==> src/rtl/jzjpcc_pkg.sv <==
// Shared definitions for the jzjpcc writeback slice.
// Load funct3 encodings used by the extraction logic.
package jzjpcc_pkg;

    localparam logic [2:0] F3_LB  = 3'b000;
    localparam logic [2:0] F3_LH  = 3'b001;
    localparam logic [2:0] F3_LW  = 3'b010;
    localparam logic [2:0] F3_LBU = 3'b100;
    localparam logic [2:0] F3_LHU = 3'b101;

endpackage

==> src/rtl/jzjpcc_load_extract.sv <==
// Selects and extends the byte/half/word a load addressed.
// Reserved funct3 values pass the memory word through.
module jzjpcc_load_extract
    import jzjpcc_pkg::*;
(
    input  logic [31:0] word,
    input  logic [2:0]  funct3,
    input  logic [1:0]  offset,
    output logic [31:0] data
);

    logic [7:0]  sel_byte;
    logic [15:0] sel_half;

    always_comb begin
        sel_byte = '0;
        unique case (offset)
            2'd0: sel_byte = word[7:0];
            2'd1: sel_byte = word[15:8];
            2'd2: sel_byte = word[23:16];
            2'd3: sel_byte = word[31:24];
        endcase
    end

    // Halfword select ignores offset[0], so misaligned halves still map
    assign sel_half = offset[1] ? word[31:16] : word[15:0];

    always_comb begin
        data = word;
        unique case (1'b1)
            (funct3 == F3_LB):  data = {{24{sel_byte[7]}}, sel_byte};
            (funct3 == F3_LBU): data = {24'h0, sel_byte};
            (funct3 == F3_LH):  data = {{16{sel_half[15]}}, sel_half};
            (funct3 == F3_LHU): data = {16'h0, sel_half};
            (funct3 == F3_LW):  data = word;
            default:            data = word;
        endcase
    end

endmodule

==> src/rtl/jzjpcc_writeback.sv <==
// Writeback stage: result select, register file with write-through
// reads, bypass outputs and the retired-instruction counter.
module jzjpcc_writeback
    import jzjpcc_pkg::*;
#(
    parameter bit CLEAR_REGS_ON_RESET = 1'b1
) (
    input  logic        clock,
    input  logic        reset,
    input  logic        valid_writeback,
    input  logic [4:0]  rdAddr_writeback,
    input  logic        rdWriteEnable_writeback,
    input  logic        rdSource_writeback,
    input  logic [31:0] memoryOut_writeback,
    input  logic [31:0] aluResult_writeback,
    input  logic [2:0]  funct3_writeback,
    input  logic [1:0]  byteOffset_writeback,
    input  logic [4:0]  rs1Addr,
    input  logic [4:0]  rs2Addr,
    output logic [31:0] rs1Data,
    output logic [31:0] rs2Data,
    output logic [4:0]  rdAddr_forward,
    output logic        rdWriteEnable_forward,
    output logic [31:0] rdData_forward,
    output logic [63:0] instret
);

    logic [31:0] load_data;
    logic [31:0] result;
    logic        wr_en;
    logic [31:0] regs [1:31];
    logic [63:0] instret_q;

    jzjpcc_load_extract u_extract (
        .word   (memoryOut_writeback),
        .funct3 (funct3_writeback),
        .offset (byteOffset_writeback),
        .data   (load_data)
    );

    assign result = rdSource_writeback ? load_data : aluResult_writeback;
    assign wr_en  = valid_writeback & rdWriteEnable_writeback &
                    (rdAddr_writeback != 5'd0) & ~reset;

    assign rdAddr_forward        = rdAddr_writeback;
    assign rdData_forward        = result;
    assign rdWriteEnable_forward = wr_en;

    always_ff @(posedge clock) begin
        if (reset) begin
            if (CLEAR_REGS_ON_RESET) begin
                for (int i = 1; i < 32; i++) regs[i] <= '0;
            end
        end else if (wr_en) begin
            regs[rdAddr_writeback] <= result;
        end
    end

    always_ff @(posedge clock) begin
        if (reset)
            instret_q <= '0;
        else if (valid_writeback)
            instret_q <= instret_q + 64'd1;
    end

    assign instret = instret_q;

    // Same-cycle write is visible to readers without waiting for the edge
    always_comb begin
        rs1Data = '0;
        if (rs1Addr != 5'd0)
            rs1Data = (wr_en && rdAddr_writeback == rs1Addr) ? result : regs[rs1Addr];
    end

    always_comb begin
        rs2Data = '0;
        if (rs2Addr != 5'd0)
            rs2Data = (wr_en && rdAddr_writeback == rs2Addr) ? result : regs[rs2Addr];
    end

endmodule

==> config.mk <==
export PLATFORM = sky130hd
export DESIGN_NAME = jzjpcc_writeback
export DESIGN_NICKNAME = d
export VERILOG_FILES = /design/src/rtl/jzjpcc_pkg.sv /design/src/rtl/jzjpcc_load_extract.sv /design/src/rtl/jzjpcc_writeback.sv
export SDC_FILE = /design/constraint.sdc
export NUM_CORES = 2
export LEC_CHECK = 0
export BUFFER_PORTS_ARGS = -buffer_cell sky130_fd_sc_hd__buf_2
export CAP_MARGIN = 10
export CORE_ASPECT_RATIO = 0.75
export CORE_MARGIN = 4
export CORE_UTILIZATION = 56
export CTS_CLUSTER_SIZE = 25
export DETAILED_ROUTE_END_ITERATION = 6
export GPL_TIMING_DRIVEN = 0
export PLACE_DENSITY = 0.74
export SLEW_MARGIN = 20
export SYNTH_ARGS = -nofsm -noshare
export SYNTH_HDL_FRONTEND = slang
export SYNTH_SLANG_ARGS = --single-unit
==> constraint.sdc <==
create_clock -name clock -period 3.2 [get_ports clock]
set_input_delay 0.16 -clock clock [delete_from_list [all_inputs] [get_ports clock]]
set_output_delay 0.16 -clock clock [all_outputs]
set_load 0.02 [all_outputs]
==> impl_metrics.json <==
{
  "status": "finished with violations",
  "violations": "design-rule violations, negative setup slack",
  "grt_setup_unrepaired": "yes",
  "hp-start": "aluResult_writeback[5]",
  "clockPowerShare_pct": 36.0,
  "cp-end-kind": "output pin",
  "finalWirelength_um": 250000,
  "synth_most_common_cell": "nor2_1",
  "gr-usage-all-layers_pct": 46.3,
  "antenna_left": 0,
  "setup_viol": 45,
  "fin_tns_setup_ps": -5170,
  "wl_per_cell_um": 40.7,
  "p_leak_uw": 0.0232,
  "antenna_found_initial": 11,
  "cts_tree": "built",
  "num_rows": 100,
  "synth-edff-count": 1024,
  "syn_area_sq_um": 56500,
  "drtIter0Drc": 10000,
  "p_per_area_nw_per_um2": 543,
  "synth_commonest_cells": "nor2_1, edfxtp_1, mux4_2, clkbuf_1, nand2_1",
  "viasPerCell": 7.48,
  "power_frac_comb_pct": 16.8,
  "die_width_um": 375,
  "core_sq_um": 99700,
  "syn_area_per_cell_sq_um": 13.2,
  "drv_cap": 0,
  "ys_seq_area_share_pct": 56.7,
  "hpwl_um": 178000,
  "port_buffers": 243,
  "post-route-cell-area_sq_um": 65100,
  "total_power_uw": 35400,
  "swShare_pct": 29.4,
  "initial_core_util_pct": 56.7,
  "grtUsageMet2_pct": 59.6,
  "numCtsBuffers": 108,
  "pin_count": 255,
  "critPathLaunch": "rs1Addr[3]",
  "postPlaceCellArea_sq_um": 60200,
  "htree_levels": 3,
  "tightest_slew_ps": 1290,
  "r2r.worst_path.cells": 7,
  "gp_congestion": 1.07,
  "final_nets": 4800,
  "fin_crit_sh_pct": 108,
  "ff2ff_setup_slack_ps": 350,
  "fp.dieH_um": 283,
  "grtUsageMet3_pct": 33.1,
  "synth_top_flop_cell": "edfxtp_1",
  "relSlewSlack_pct": 13.5,
  "crit_arrival_ps": 3310,
  "cts.sink_count": 1088,
  "hold_path_depth": 3,
  "seqPwrFrac_pct": 47.2,
  "holdCritPathClass": "in2reg",
  "drive_above_1_share_pct": 27.3,
  "synth_top_area_cell": "edfxtp_1",
  "clockBufferDepth": 3,
  "fin_skew_ps": 12.6,
  "yosys_warnings": 0,
  "maxSlewViolCount": 0,
  "ir_drop_uv": 435,
  "syn_to_final_growth_pct": 15.2,
  "top_usage_layer": "met2",
  "hold_violations": 0,
  "vias": 45900,
  "synthArstFlopShare_pct": 0,
  "crit_fanout": 10,
  "grt_pass1_vias": 42600,
  "synth.distinct_cells": 60,
  "p_int_uw": 25000,
  "synthCells": 4290,
  "die_area_sq_um": 106000,
  "r2r_start": "instret[13]$_SDFFE_PP0P_",
  "setup_ws_ps": -269,
  "grt_max_degree": 33,
  "grt-ovfl-total": 0,
  "fmax_ghz": 0.288,
  "clk_latency_ps": 750,
  "synth_seq_cells": 1088,
  "period_minus_slack_ps": 3470,
  "synth_area_leaders": "edfxtp_1, mux4_2, nor2_1",
  "drc": 33,
  "whs_ps": 6.24,
  "critPathLaunchType": "primary input",
  "clkTransAtPathRegs_ps": 60,
  "worstPathRequired_ps": 3040,
  "met1_usage_pct": 58.6,
  "critical_path_class": "in2out",
  "dp_slack_ps": -2040,
  "cts_root_buf": "clkbuf_16",
  "dr.pass1.iters": 7,
  "switchingPower_uw": 10400,
  "synth.top_cell.area_share_pct": 54.4,
  "grt_pass1_wl_um": 337000
}
critical path, stage by stage:
cell,delay (ps)
buf_2,190
clkinv_1,180
buf_1,930
mux2i_1,240
a211oi_1,430
nor4_1,130
a211oi_2,740
buf_2,300
state kept, by name (all words and copies together) (netlist names):
name	flops
instret	64
regs	1024
worst paths after layout:
check                                                 to
worst min-delay path            regs[2][5]$_SDFFCE_PN0P_
worst max register to register  instret[58]$_SDFFE_PP0P_
worst min register to register  instret[41]$_SDFFE_PP0P_
worst max-delay path                         rs1Data[31]
per-layer routing:
| layer | vias to the layer above | wire, um |
|---|---|---|
| met5 | - | 945 |
| met4 | 30 | 14500 |
| met3 | 952 | 56600 |
| met2 | 5321 | 97100 |
| met1 | 22600 | 81000 |
| li1 | 17000 | - |
placed cells by master (no fill, tap or decap), types with 41 or more instances in the layout:
cell type     n
a211oi_1     85
dfxtp_1      64
clkbuf_1    250
nor2_1     1094
mux2i_1     128
clkbuf_4     48
nand2_1     181
buf_2       257
clkbuf_2     55
clkbuf_16   108
nor2b_1      41
nand3_1      52
mux4_2      482
a21oi_1      72
inv_1        46
edfxtp_1   1024
per-stage QoR:
step                      util, %  instances
final                        65.3       6144
after global routing         65.3       6133
after CTS                    64.8       6132
after detailed placement     60.4       5911
after global placement       59.7       5890
after floorplan                 -       4321
what timing repair did:
item,CTS,global route
setup buffers,8,1
resized for setup,332,147
endpoints found under the setup margin,73,66
pin swaps,9,9
hold buffers,11,1
endpoints found under the hold margin,19,2
power by group through the flow:
stage	Clock, uW	Combinational, uW	Sequential [uW]
4_1_cts	12500	5400	16700
3_5_place_dp	0	5220	17000
6_report	12700	5940	16700
5_1_grt	13200	5860	16700
3_3_place_gp	0	5100	16900
2_1_floorplan	0	2960	16800
layout make-up:
cell class	instances	area, sq um
Inverter	49	189
Multi-Input combinational cell	2750	23600
Sequential cell	1088	32000
Timing Repair Buffer	285	1840
Tap cell	1326	1660
Fill cell	7364	34600
Buffer	428	2410
Antenna cell	13	32.5
Clock inverter	75	609
Clock buffer	130	2800
cells by family after synthesis:
kind of cell    after synthesis  share of synthesized area, %
flops                      1088                          56.7
xor+xnor                     62                         0.961
fa+ha+maj                     1                        0.0221
mux                         659                          22.4
compound gates              404                          4.72
other cells                   1                       0.00664
buf+inv                     483                          3.35
simple gates               1592                          11.8
(Power assumes the default switching activity.)
